--- src/rtl/reg_wb_arbiter.sv ---
// Write-back controller: round-robin arbitration of NUM_REQ requesters onto the single
// register-file write port, plus a pending-write scoreboard (optional forwarding: REG_WB_FWD_EN).
module reg_wb_arbiter #(
    parameter int NUM_REQ  = 2,
    parameter int DATA_W   = 32,
    parameter int ADDR_W   = 3,
    parameter int ZERO_REG = 7
) (
    input  logic                      clk,
    input  logic                      rst_n,
    input  logic [NUM_REQ-1:0]        req_valid,
    output logic [NUM_REQ-1:0]        req_ready,
    input  logic [NUM_REQ*ADDR_W-1:0] req_addr,
    input  logic [NUM_REQ*DATA_W-1:0] req_data,
    input  logic                      pend_set,
    input  logic [ADDR_W-1:0]         pend_addr,
    input  logic [ADDR_W-1:0]         rd_addr1,
    input  logic [ADDR_W-1:0]         rd_addr2,
    output logic                      hazard1,
    output logic                      hazard2,
    output logic [ADDR_W-1:0]         write_addr,
    output logic [DATA_W-1:0]         write_value,
    output logic                      write_enable,
    output logic [2**ADDR_W-1:0]      pending
`ifdef REG_WB_FWD_EN
    ,
    output logic                      fwd1_valid,
    output logic                      fwd2_valid,
    output logic [DATA_W-1:0]         fwd_value
`endif
);

    localparam int NREG  = 2**ADDR_W;
    localparam int PTR_W = (NUM_REQ > 1) ? $clog2(NUM_REQ) : 1;
    localparam logic [ADDR_W-1:0] ZERO_A = ADDR_W'(ZERO_REG);

    logic [PTR_W-1:0]  r_ptr;
    logic [ADDR_W-1:0] r_waddr;
    logic [DATA_W-1:0] r_wval;
    logic              r_we;
    logic [NREG-1:0]   r_pend;

    logic [NUM_REQ-1:0] w_grant;
    logic               w_found;
    int                 w_win;
    int                 w_idx;
    int                 w_next;
    logic [ADDR_W-1:0]  w_sel_addr;
    logic [DATA_W-1:0]  w_sel_data;
    logic [NREG-1:0]    w_set;
    logic [NREG-1:0]    w_clr;

    // First valid requester at or after the pointer, wrapping; r_ptr < NUM_REQ keeps one subtract enough.
    always_comb begin
        // NOTE: every comb output gets a default first so no path leaves it unassigned (no latch).
        w_found = 1'b0;
        w_win   = 0;
        w_idx   = 0;
        w_grant = '0;
        for (int k = 0; k < NUM_REQ; k++) begin
            w_idx = int'(r_ptr) + k;
            if (w_idx >= NUM_REQ) w_idx = w_idx - NUM_REQ;
            if (!w_found && req_valid[w_idx]) begin
                w_found = 1'b1;
                w_win   = w_idx;
            end
        end
        w_grant[w_win] = w_found;
        w_next         = (w_win == NUM_REQ - 1) ? 0 : w_win + 1;
    end

    assign w_sel_addr = req_addr[w_win*ADDR_W +: ADDR_W];
    assign w_sel_data = req_data[w_win*DATA_W +: DATA_W];
    assign req_ready  = rst_n ? w_grant : '0;

    always_comb begin
        w_set = '0;
        w_clr = '0;
        if (pend_set && pend_addr != ZERO_A) w_set[pend_addr] = 1'b1;
        if (r_we) w_clr[r_waddr] = 1'b1;
    end

    // NOTE: sequential state uses non-blocking assignments only, so every flop sees pre-edge values.
    always_ff @(posedge clk or negedge rst_n) begin
        if (!rst_n) begin
            r_ptr   <= '0;
            r_we    <= 1'b0;
            r_waddr <= '0;
            r_wval  <= '0;
            r_pend  <= '0;
        end else begin
            r_we <= w_found && (w_sel_addr != ZERO_A);
            if (w_found) begin
                r_ptr   <= PTR_W'(w_next);
                r_waddr <= w_sel_addr;
                r_wval  <= w_sel_data;
            end
            // Set is applied after clear so a re-issued writer stays outstanding.
            r_pend <= (r_pend & ~w_clr) | w_set;
        end
    end

    assign write_enable = r_we;
    assign write_addr   = r_waddr;
    assign write_value  = r_wval;
    assign pending      = r_pend;

`ifdef REG_WB_FWD_EN
    assign fwd1_valid = r_we && (r_waddr == rd_addr1);
    assign fwd2_valid = r_we && (r_waddr == rd_addr2);
    assign fwd_value  = r_wval;
    assign hazard1    = r_pend[rd_addr1] && (rd_addr1 != ZERO_A) && !fwd1_valid;
    assign hazard2    = r_pend[rd_addr2] && (rd_addr2 != ZERO_A) && !fwd2_valid;
`else
    assign hazard1    = r_pend[rd_addr1] && (rd_addr1 != ZERO_A);
    assign hazard2    = r_pend[rd_addr2] && (rd_addr2 != ZERO_A);
`endif

endmodule

--- config.mk ---
export PLATFORM = sky130hd
export DESIGN_NAME = reg_wb_arbiter
export DESIGN_NICKNAME = d
export VERILOG_FILES = /design/src/rtl/reg_wb_arbiter.sv
export SDC_FILE = /design/constraint.sdc
export NUM_CORES = 1
export LEC_CHECK = 0
export ABC_AREA = 1
export BUFFER_PORTS_ARGS = -buffer_cell sky130_fd_sc_hd__buf_2
export CAP_MARGIN = 10
export CORE_ASPECT_RATIO = 1.4
export CORE_MARGIN = 4
export CORE_UTILIZATION = 35
export DETAILED_ROUTE_END_ITERATION = 10
export HOLD_SLACK_MARGIN = 0.1
export PLACE_DENSITY_LB_ADDON = 0.05
export SYNTH_ARGS = -nofsm -noshare
export SYNTH_HDL_FRONTEND = slang
export SYNTH_SLANG_ARGS = --single-unit
--- constraint.sdc ---
create_clock -name clk -period 1.4 [get_ports clk]
set_input_delay 0.07 -clock clk [delete_from_list [all_inputs] [get_ports clk]]
set_output_delay 0.07 -clock clk [all_outputs]
set_load 0.005 [all_outputs]
# Word level (Yosys, flattened, before mapping)
# Index checks and enable logic that the tools add are counted.
# op_classes
n_bitwise,4
mux,26
n_shift,2
n_eq_ne,5
n_lt_le_gt_ge,12
n_reduce_logical,9
multipliers,1
add_sub_neg,4
n_div,0
# ops
cell,n
two-way mux 32 bit,4
"< comparator 32 x 3 -> 1 bit, second input constant",3
variable part select 64 x 32 -> 32 bit,1
"== test 32 x 2 -> 1 bit, second input constant",1
">= comparator 32 x 1 -> 1 bit, second input constant",1
"multiplier 32 x 3 -> 32 bit, second input constant",1
variable part select 6 x 32 -> 3 bit,1
"< comparator 3 x 4 -> 1 bit, second input constant",4
two-way mux 8 bit,2
two-way mux 1 bit,14
"inequality test 3 bit, second input constant",4
bitwise AND 8 bit,1
logical AND 1 bit,8
NOT 8 bit,1
OR 8 bit,1
binary-select mux 1 bit (select 3 bit),2
demux 1 bit (select 3 bit),2
">= comparator 3 x 1 -> 1 bit, second input constant",2
"subtractor 1 x 2 -> 3 bit, second input constant",1
"subtractor 2 x 2 -> 3 bit, second input constant",1
"adder 1 x 1 -> 2 bit, second input constant",1
bitwise AND 2 bit,1
">= comparator 1 x 2 -> 1 bit, second input constant",1
">= comparator 2 bit, second input constant",1
4 further kinds,4
# word_totals
ramBits,0
n_memories,0
register_bits,45
output_inout_bits,48
latch_bits,0
mem_bits_ro,0

# Longest topological paths before layout
# Gate-level depths: netlist of the first run.
# depth
depth_word,15
depth_mapped,7

# Least setup slack after synthesis of the first run
# Ideal clock, no wire load.
# synth_path
path_type,flip-flop to flip-flop
from,register r_ptr
to,"register r_wval[0], in the netlist write_value[0]"
setup_slack_ps,368
stages_incl_launch_ff,8
arrival_time_ps,909
n_path_buf,1
setup_ps,123
cell_sequence,dfrtp_1 -> inv_1 -> nand2_2 -> nand2_2 -> buf_2 -> nand2_1 -> o21ai_0 -> nand2_1
# synth_between
elab_chain_cells,10
word_cells_on_any_way,20
# synth_lines
element,line,rtl
from (decl),37,logic [PTR_W-1:0] r_ptr;
from (signal assigned),94,r_ptr <= PTR_W'(w_next);
subtractor 1 x 2 -> 3 bit / >= comparator 1 x 2 -> 1 bit (equally long branches),62,if (w_idx >= NUM_REQ) w_idx = w_idx - NUM_REQ;
two-way mux 32 bit,62,
two-way mux 1 bit (implied by the code) (3 in series),63,if (!w_found && req_valid[w_idx]) begin
two-way mux 1 bit,63,
zero test 1 bit,63,
logical AND 1 bit,63,
two-way mux 32 bit,63,
variable part select 64 x 32 -> 32 bit,73,assign w_sel_data = req_data[w_win*DATA_W +: DATA_W];
to (signal assigned),96,r_wval <= w_sel_data;
to (decl),39,logic [DATA_W-1:0] r_wval;
# Parallel ways exist; a longest one is shown, timed or not. The select of a mux whose other input is x is not followed.
# A chain may end at the register's enable or synchronous reset.

# Worst setup path in the final report of the first run
# layout_path
from,register r_ptr
to,output port req_ready[0]
# layout_between
elab_chain_cells,15
word_cells_on_any_way,26
# layout_lines
element,line,rtl
subtractor 1 x 2 -> 3 bit / >= comparator 1 x 2 -> 1 bit (equally long branches),62,
two-way mux 32 bit,62,
two-way mux 1 bit (implied by the code) (3 in series),63,
two-way mux 1 bit,63,
zero test 1 bit,63,
logical AND 1 bit,63,
two-way mux 32 bit,63,
>= comparator 32 x 1 -> 1 bit (implied by the code) / < comparator 32 x 3 -> 1 bit (equally long branches),68,w_grant[w_win] = w_found;
logical AND 1 bit (implied by the code),68,
two-way mux 1 bit (implied by the code),68,
demux 1 bit (select 1 bit),68,
bitwise AND 2 bit (no source line) *,--,
two-way mux 2 bit *,74,assign req_ready = rst_n ? w_grant : '0;
to (decl),12,"output logic [NUM_REQ-1:0] req_ready,"
# Every way passes the cells marked *; elsewhere a longest branch is shown, timed or not. The select of a mux whose other input is x is not followed.

==> results.py, run 1 <==
metrics = {
    "sta": {
        "finalHoldViolations": 0,
        "holdWs_ns": 0.105,
        "relSlewSlack_pct": 80.5,
        "grt_setup_unrepaired": "no",
        "fin_tns_setup_ns": 0,
        "timing.final.crit_share_pct": 92.2,
        "max_freq_ghz": 0.774,
        "setup_ws_ns": 0.109,
        "finalCriticalPeriod_ns": 1.29,
        "worst_pin_slew_ns": 0.292,
        "setup_viol": 0,
        "fin_skew_ns": 0.00686,
        "drv_slew": 0,
    },
    "placed_design": {
        "dp.cells": 510,
        "post-dp-hpwl_mm": 4.95,
        "routabilityCongestion": 0.776,
        "io_buffers": 131,
        "dp_slack_ns": 0.202,
    },
    "logic_synthesis": {
        "yosys_register_bits": 45,
        "synth_edf_count": 0,
        "synth.yosys.seq_area_share_pct": 48.9,
        "synth_fp_nets": 401,
        "yosys_warnings": 0,
        "synth.top_cells.by_area": "dfrtp_1, nand2_1, o21ai_0",
        "synth_top_area_cell": "dfrtp_1",
        "syn_area_um2": 2300,
        "synthMostInstantiatedCell": "nand2_1",
        "yosys.area.top_type_share_pct": 48.9,
        "synthArstFlopShare_pct": 100,
        "yosys-top-cells-count": "nand2_1, o21ai_0, dfrtp_1",
        "synth_cells": 317,
        "synth_flop_cell": "dfrtp_1",
        "syn_avg_cell_area_um2": 7.26,
        "synth.distinct_cells": 16,
    },
    "worst_hold_path": {
        "hold_class": "primary input to register",
    },
    "clocking": {
        "cts_tree": "built",
        "clock_latency_ns": 0.29,
        "path_clk_slew_ns": 0.08,
        "root_buffer": "clkbuf_8",
        "clockBufferDepth": 2,
        "h-tree-depth": 2,
        "numCtsBuffers": 5,
        "clock_sinks": 45,
    },
    "job": {
        "drv_cap": 0,
    },
    "drt": {
        "drtPass1Iterations": 4,
        "antenna_left": 0,
        "via_count": 2702,
        "wire_per_inst_um": 12.8,
        "drc": 0,
        "wirelength_mm": 7.52,
        "vias_per_cell": 4.60,
        "drt_iter0_drc": 118,
    },
    "grt": {
        "grt_pass1_vias": 2835,
        "grt_max_degree": 36,
        "overflow": 0,
        "grt.total_usage_pct": 19.2,
        "antenna_found_initial": 0,
        "grt_first_pass_wirelength_mm": 12.6,
    },
    "floorplanning": {
        "die_h_um": 104,
        "initial_core_util_pct": 36.6,
        "num_rows": 34,
        "die_area_um2": 7960,
        "core_area_um2": 6300,
        "dieWidth_um": 76.5,
        "pin_count": 132,
    },
    "layout": {
        "final_cells": 587,
        "nets": 598,
        "area_growth_pct": 66.6,
        "diodes": 0,
        "drive_gt1_share_pct": 30.1,
    },
    "setup_path": {
        "critical_path_class": "register to primary output",
        "worstPathRequired_ns": 1.33,
        "path_max_fanout": 7,
        "cp-start-kind": "register",
        "critPathCaptureType": "primary output",
        "cp_data_arrival_time_ns": 1.22,
    },
    "power_and_ir_drop": {
        "power_density_nw_per_um2": 904,
        "ir_drop_v": 0.000516,
        "leakage_uw": 0.00211,
    },
    "outcome": {
        "status": "finished clean",
    },
}
-- per-stage QoR --
| stage | total power (µW) | util [%] | instance area (µm²) |
|---|---|---|---|
| 2_1_floorplan | 2060 | - | 2300 |
| 3_3_place_gp | 2520 | 47.9 | 3010 |
| 3_5_place_dp | 2530 | 47.9 | 3010 |
| 4_1_cts | 3500 | 60.4 | 3800 |
| 5_1_grt | 3720 | 60.9 | 3830 |
| 6_report | 3470 | 60.9 | 3830 |
-- critical path, cell delays in order (launching register included) --
cell	delay, ns
dfrtp_1	0.38
inv_2	0.07
nand2_4	0.06
nand2_4	0.09
buf_12	0.12
nand3_2	0.05
inv_1	0.06
buf_2	0.10
-- timing repair --
item,in CTS,in global routing
gates cloned,2,0
setup buffers,2,3
resized for setup,1,3
hold buffers,62,0
hold endpoints to repair,84,0
pin swaps,1,1
endpoints found under the setup margin,2,3
-- path summary, 6_finish.rpt --
path | slack (ns) | end | startpoint | depth (start not counted)
worst max register to register | 0.16 | write_addr[0] | r_ptr | 8
min in group asynchronous | 0.37 | write_value[12] | rst_n | 3
worst min-delay path | 0.11 | write_value[4] | req_data[4] | 5
worst max-delay path | 0.11 | req_ready[0] | r_ptr | 7
max in group asynchronous | 0.61 | write_value[16] | rst_n | 3
worst min register to register | 0.48 | write_value[27] | write_value[27] | 2
-- metal layers --
metal	share of wire, %	GRT usage, %	vias to the layer above
li1	-	-	1385
met1	38	20.2	1208
met2	54	36.7	97
met3	6.5	4.77	12
met4	1.7	6.22	0
met5	0	0	-
-- layout make-up --
class | instances | area, µm²
Multi-Input combinational cell | 236 | 1010
Tap cell | 72 | 90.1
Timing Repair Buffer | 205 | 1440
Sequential cell | 45 | 1130
Fill cell | 579 | 2460
Inverter | 21 | 83.8
Clock inverter | 2 | 10.0
Clock buffer | 6 | 72.6
-- registers in the layout (all words and copies together), names as in the netlist --
register,flops
pending,8
r_ptr,1
write_enable,1
write_value,32
write_addr,3
-- power breakdown --
group | internal [µW] | leakage, µW | total (µW) | switching [µW]
logic | 560 | 0.00154 | 1080 | 516
clock network | 346 | 0.0000450 | 768 | 422
registers | 1490 | 0.000526 | 1620 | 130
total | 2400 | 0.00211 | 3470 | 1070
-- placed cells by master (no fill, tap or decap), drive strengths merged --
cell type      n
inv           20
or2            1
dlygate4sd3   62
clkinv         3
nand3b         2
nand2        159
nor2           3
bufbuf         2
clkbuf         6
dfrtp         45
nand3         20
and2           3
buf          141
o21a           1
o21ai         47
-- cell families (layout without fill, tap and decap cells) --
| group | count (synthesis) | in the layout | synth area share [%] |
|---|---|---|---|
| AO/OA/AOI/OAI | 48 | 48 | 10.5 |
| buffers and inverters | 36 | 234 | 7.83 |
| flip-flops | 45 | 45 | 48.9 |
| AND/OR/NAND/NOR | 188 | 188 | 32.7 |
Note: power is estimated with default switching activity, not from simulation.
==> run 2: changes to the inputs <==
--- a/config.mk
+++ b/config.mk
@@ -14,6 +14,7 @@
 export DETAILED_ROUTE_END_ITERATION = 10
 export HOLD_SLACK_MARGIN = 0.1
 export PLACE_DENSITY_LB_ADDON = 0.05
+export RECOVER_POWER = 25
 export SYNTH_ARGS = -nofsm -noshare
 export SYNTH_HDL_FRONTEND = slang
 export SYNTH_SLANG_ARGS = --single-unit
==> run 2 against run 1 <==
Maximum frequency is the same. Hold slack unchanged. Global-route usage did not move. First-iteration DRC count stayed put. Register-to-register slack hardly changed. Sequential power about the same. Cell count is the same. Clock power about the same. Largest cell class unchanged.
==> results.py, run 2 (synthesized netlist as in run 1, its figures left out) <==
metrics = {
    "drt": {
        "wirelength_mm": 7.52,
        "antenna_left": 0,
        "vias_per_cell": 4.60,
        "drc": 0,
        "wire_per_inst_um": 12.8,
        "drtPass1Iterations": 4,
        "via_count": 2702,
        "drt_iter0_drc": 118,
    },
    "grt": {
        "antenna_found_initial": 0,
        "grt_max_degree": 36,
        "grt_pass1_vias": 2835,
        "grt_first_pass_wirelength_mm": 12.6,
        "grt.total_usage_pct": 19.2,
        "overflow": 0,
    },
    "floorplanning": {
        "core_area_um2": 6300,
        "num_rows": 34,
        "initial_core_util_pct": 36.6,
        "die_area_um2": 7960,
        "pin_count": 132,
        "dieWidth_um": 76.5,
        "die_h_um": 104,
    },
    "power_and_ir_drop": {
        "leakage_uw": 0.00210,
        "ir_drop_v": 0.000516,
        "power_density_nw_per_um2": 905,
        "p_total_uw": 3470,
    },
    "clocking": {
        "numCtsBuffers": 5,
        "root_buffer": "clkbuf_8",
        "clockBufferDepth": 2,
        "clock_latency_ns": 0.29,
        "cts_tree": "built",
        "path_clk_slew_ns": 0.08,
        "h-tree-depth": 2,
        "clock_sinks": 45,
    },
    "sta": {
        "grt_setup_unrepaired": "no",
        "drv_slew": 0,
        "finalHoldViolations": 0,
        "timing.final.crit_share_pct": 92.2,
        "max_freq_ghz": 0.774,
        "worst_pin_slew_ns": 0.563,
        "fin_skew_ns": 0.00686,
        "fin_tns_setup_ns": 0,
        "relSlewSlack_pct": 62.5,
        "setup_viol": 0,
        "finalCriticalPeriod_ns": 1.29,
    },
    "layout": {
        "diodes": 0,
        "layout_commonest_cell": "nand2_1",
        "largest_reg_flops": 32,
        "fillerInstances": 582,
        "area_growth_pct": 66.3,
        "nets": 598,
        "drive_gt1_share_pct": 29.9,
        "mostFrequentLayoutCells": "nand2_1, buf_2, dlygate4sd3_1",
    },
    "setup_path": {
        "path_max_fanout": 7,
        "rr_worst_depth": 8,
        "cp-start-kind": "register",
        "worstPathRequired_ns": 1.33,
        "critical_path_class": "register to primary output",
        "critPathCaptureType": "primary output",
        "cp_data_arrival_time_ns": 1.22,
    },
    "worst_hold_path": {
        "hold-path-cell-count": 5,
        "hold_class": "primary input to register",
    },
    "outcome": {
        "status": "finished clean",
    },
    "placed_design": {
        "post-dp-hpwl_mm": 4.95,
        "routabilityCongestion": 0.776,
        "io_buffers": 131,
    },
    "job": {
        "drv_cap": 0,
    },
}
[run 2: what timing repair did]
item                                    CTS  global route
hold buffers                             62             0
resized for setup                         1             3
setup buffers                             2             3
pin swaps                                 1             1
cloned                                    2             0
endpoints found under the hold margin    84             0
endpoints found under the setup margin    2             3
[run 2: area by class of cell]
class / instances / area (µm²) / share of cell area [%]
tap: 72 / 90.1 / 2.35
sequential: 45 / 1130 / 29.4
inverter: 21 / 83.8 / 2.19
timing repair buffer: 205 / 1440 / 37.5
clock inverter: 2 / 10.0 / 0.261
multi-input combinational: 236 / 1010 / 26.4
clock buffer: 6 / 72.6 / 1.90
[run 2: metal layers]
metal	wire length (µm)	global-route usage (%)	part of all wire (%)
met4	128	6.22	1.7
met1	2860	20.2	38
met3	490	4.77	6.5
met2	4040	36.7	54
met5	0	0	0
[run 2: critical path, cell delays in order, from the launching register on]
cell and delay (ns):
dfrtp_1 0.38, inv_2 0.07, nand2_4 0.06, nand2_4 0.09
buf_12 0.12, nand3_2 0.05, inv_1 0.06, buf_2 0.10
[run 2: final timing paths]
| path | slack (ns) | start | to |
|---|---|---|---|
| worst max-delay path | 0.11 | r_ptr | req_ready[0] |
| worst min-delay path | 0.11 | req_data[4] | write_value[4] |
| worst max register to register | 0.16 | r_ptr | write_addr[0] |
| worst min register to register | 0.48 | write_value[27] | write_value[27] |
| max in group asynchronous | 0.43 | rst_n | write_value[31] |
| min in group asynchronous | 0.58 | rst_n | write_value[12] |
[run 2: power breakdown]
part | switching [µW] | internal, µW | total [µW]
clock | 422 | 346 | 768
sequential | 130 | 1490 | 1620
combinational | 516 | 558 | 1070
[run 2: through the flow]
stage	setup WS [ns]	instance area, µm²	hold slack (ns)	util, %	std cells
floorplan	0.368	2300	-0.226	-	317
global placement	0.199	3010	-0.115	47.9	510
detailed placement	0.202	3010	-0.114	47.9	510
CTS	0.0117	3800	0.103	60.4	584
global route	0.0107	3830	0.117	60.8	587
finish	0.109	3830	0.105	60.8	587
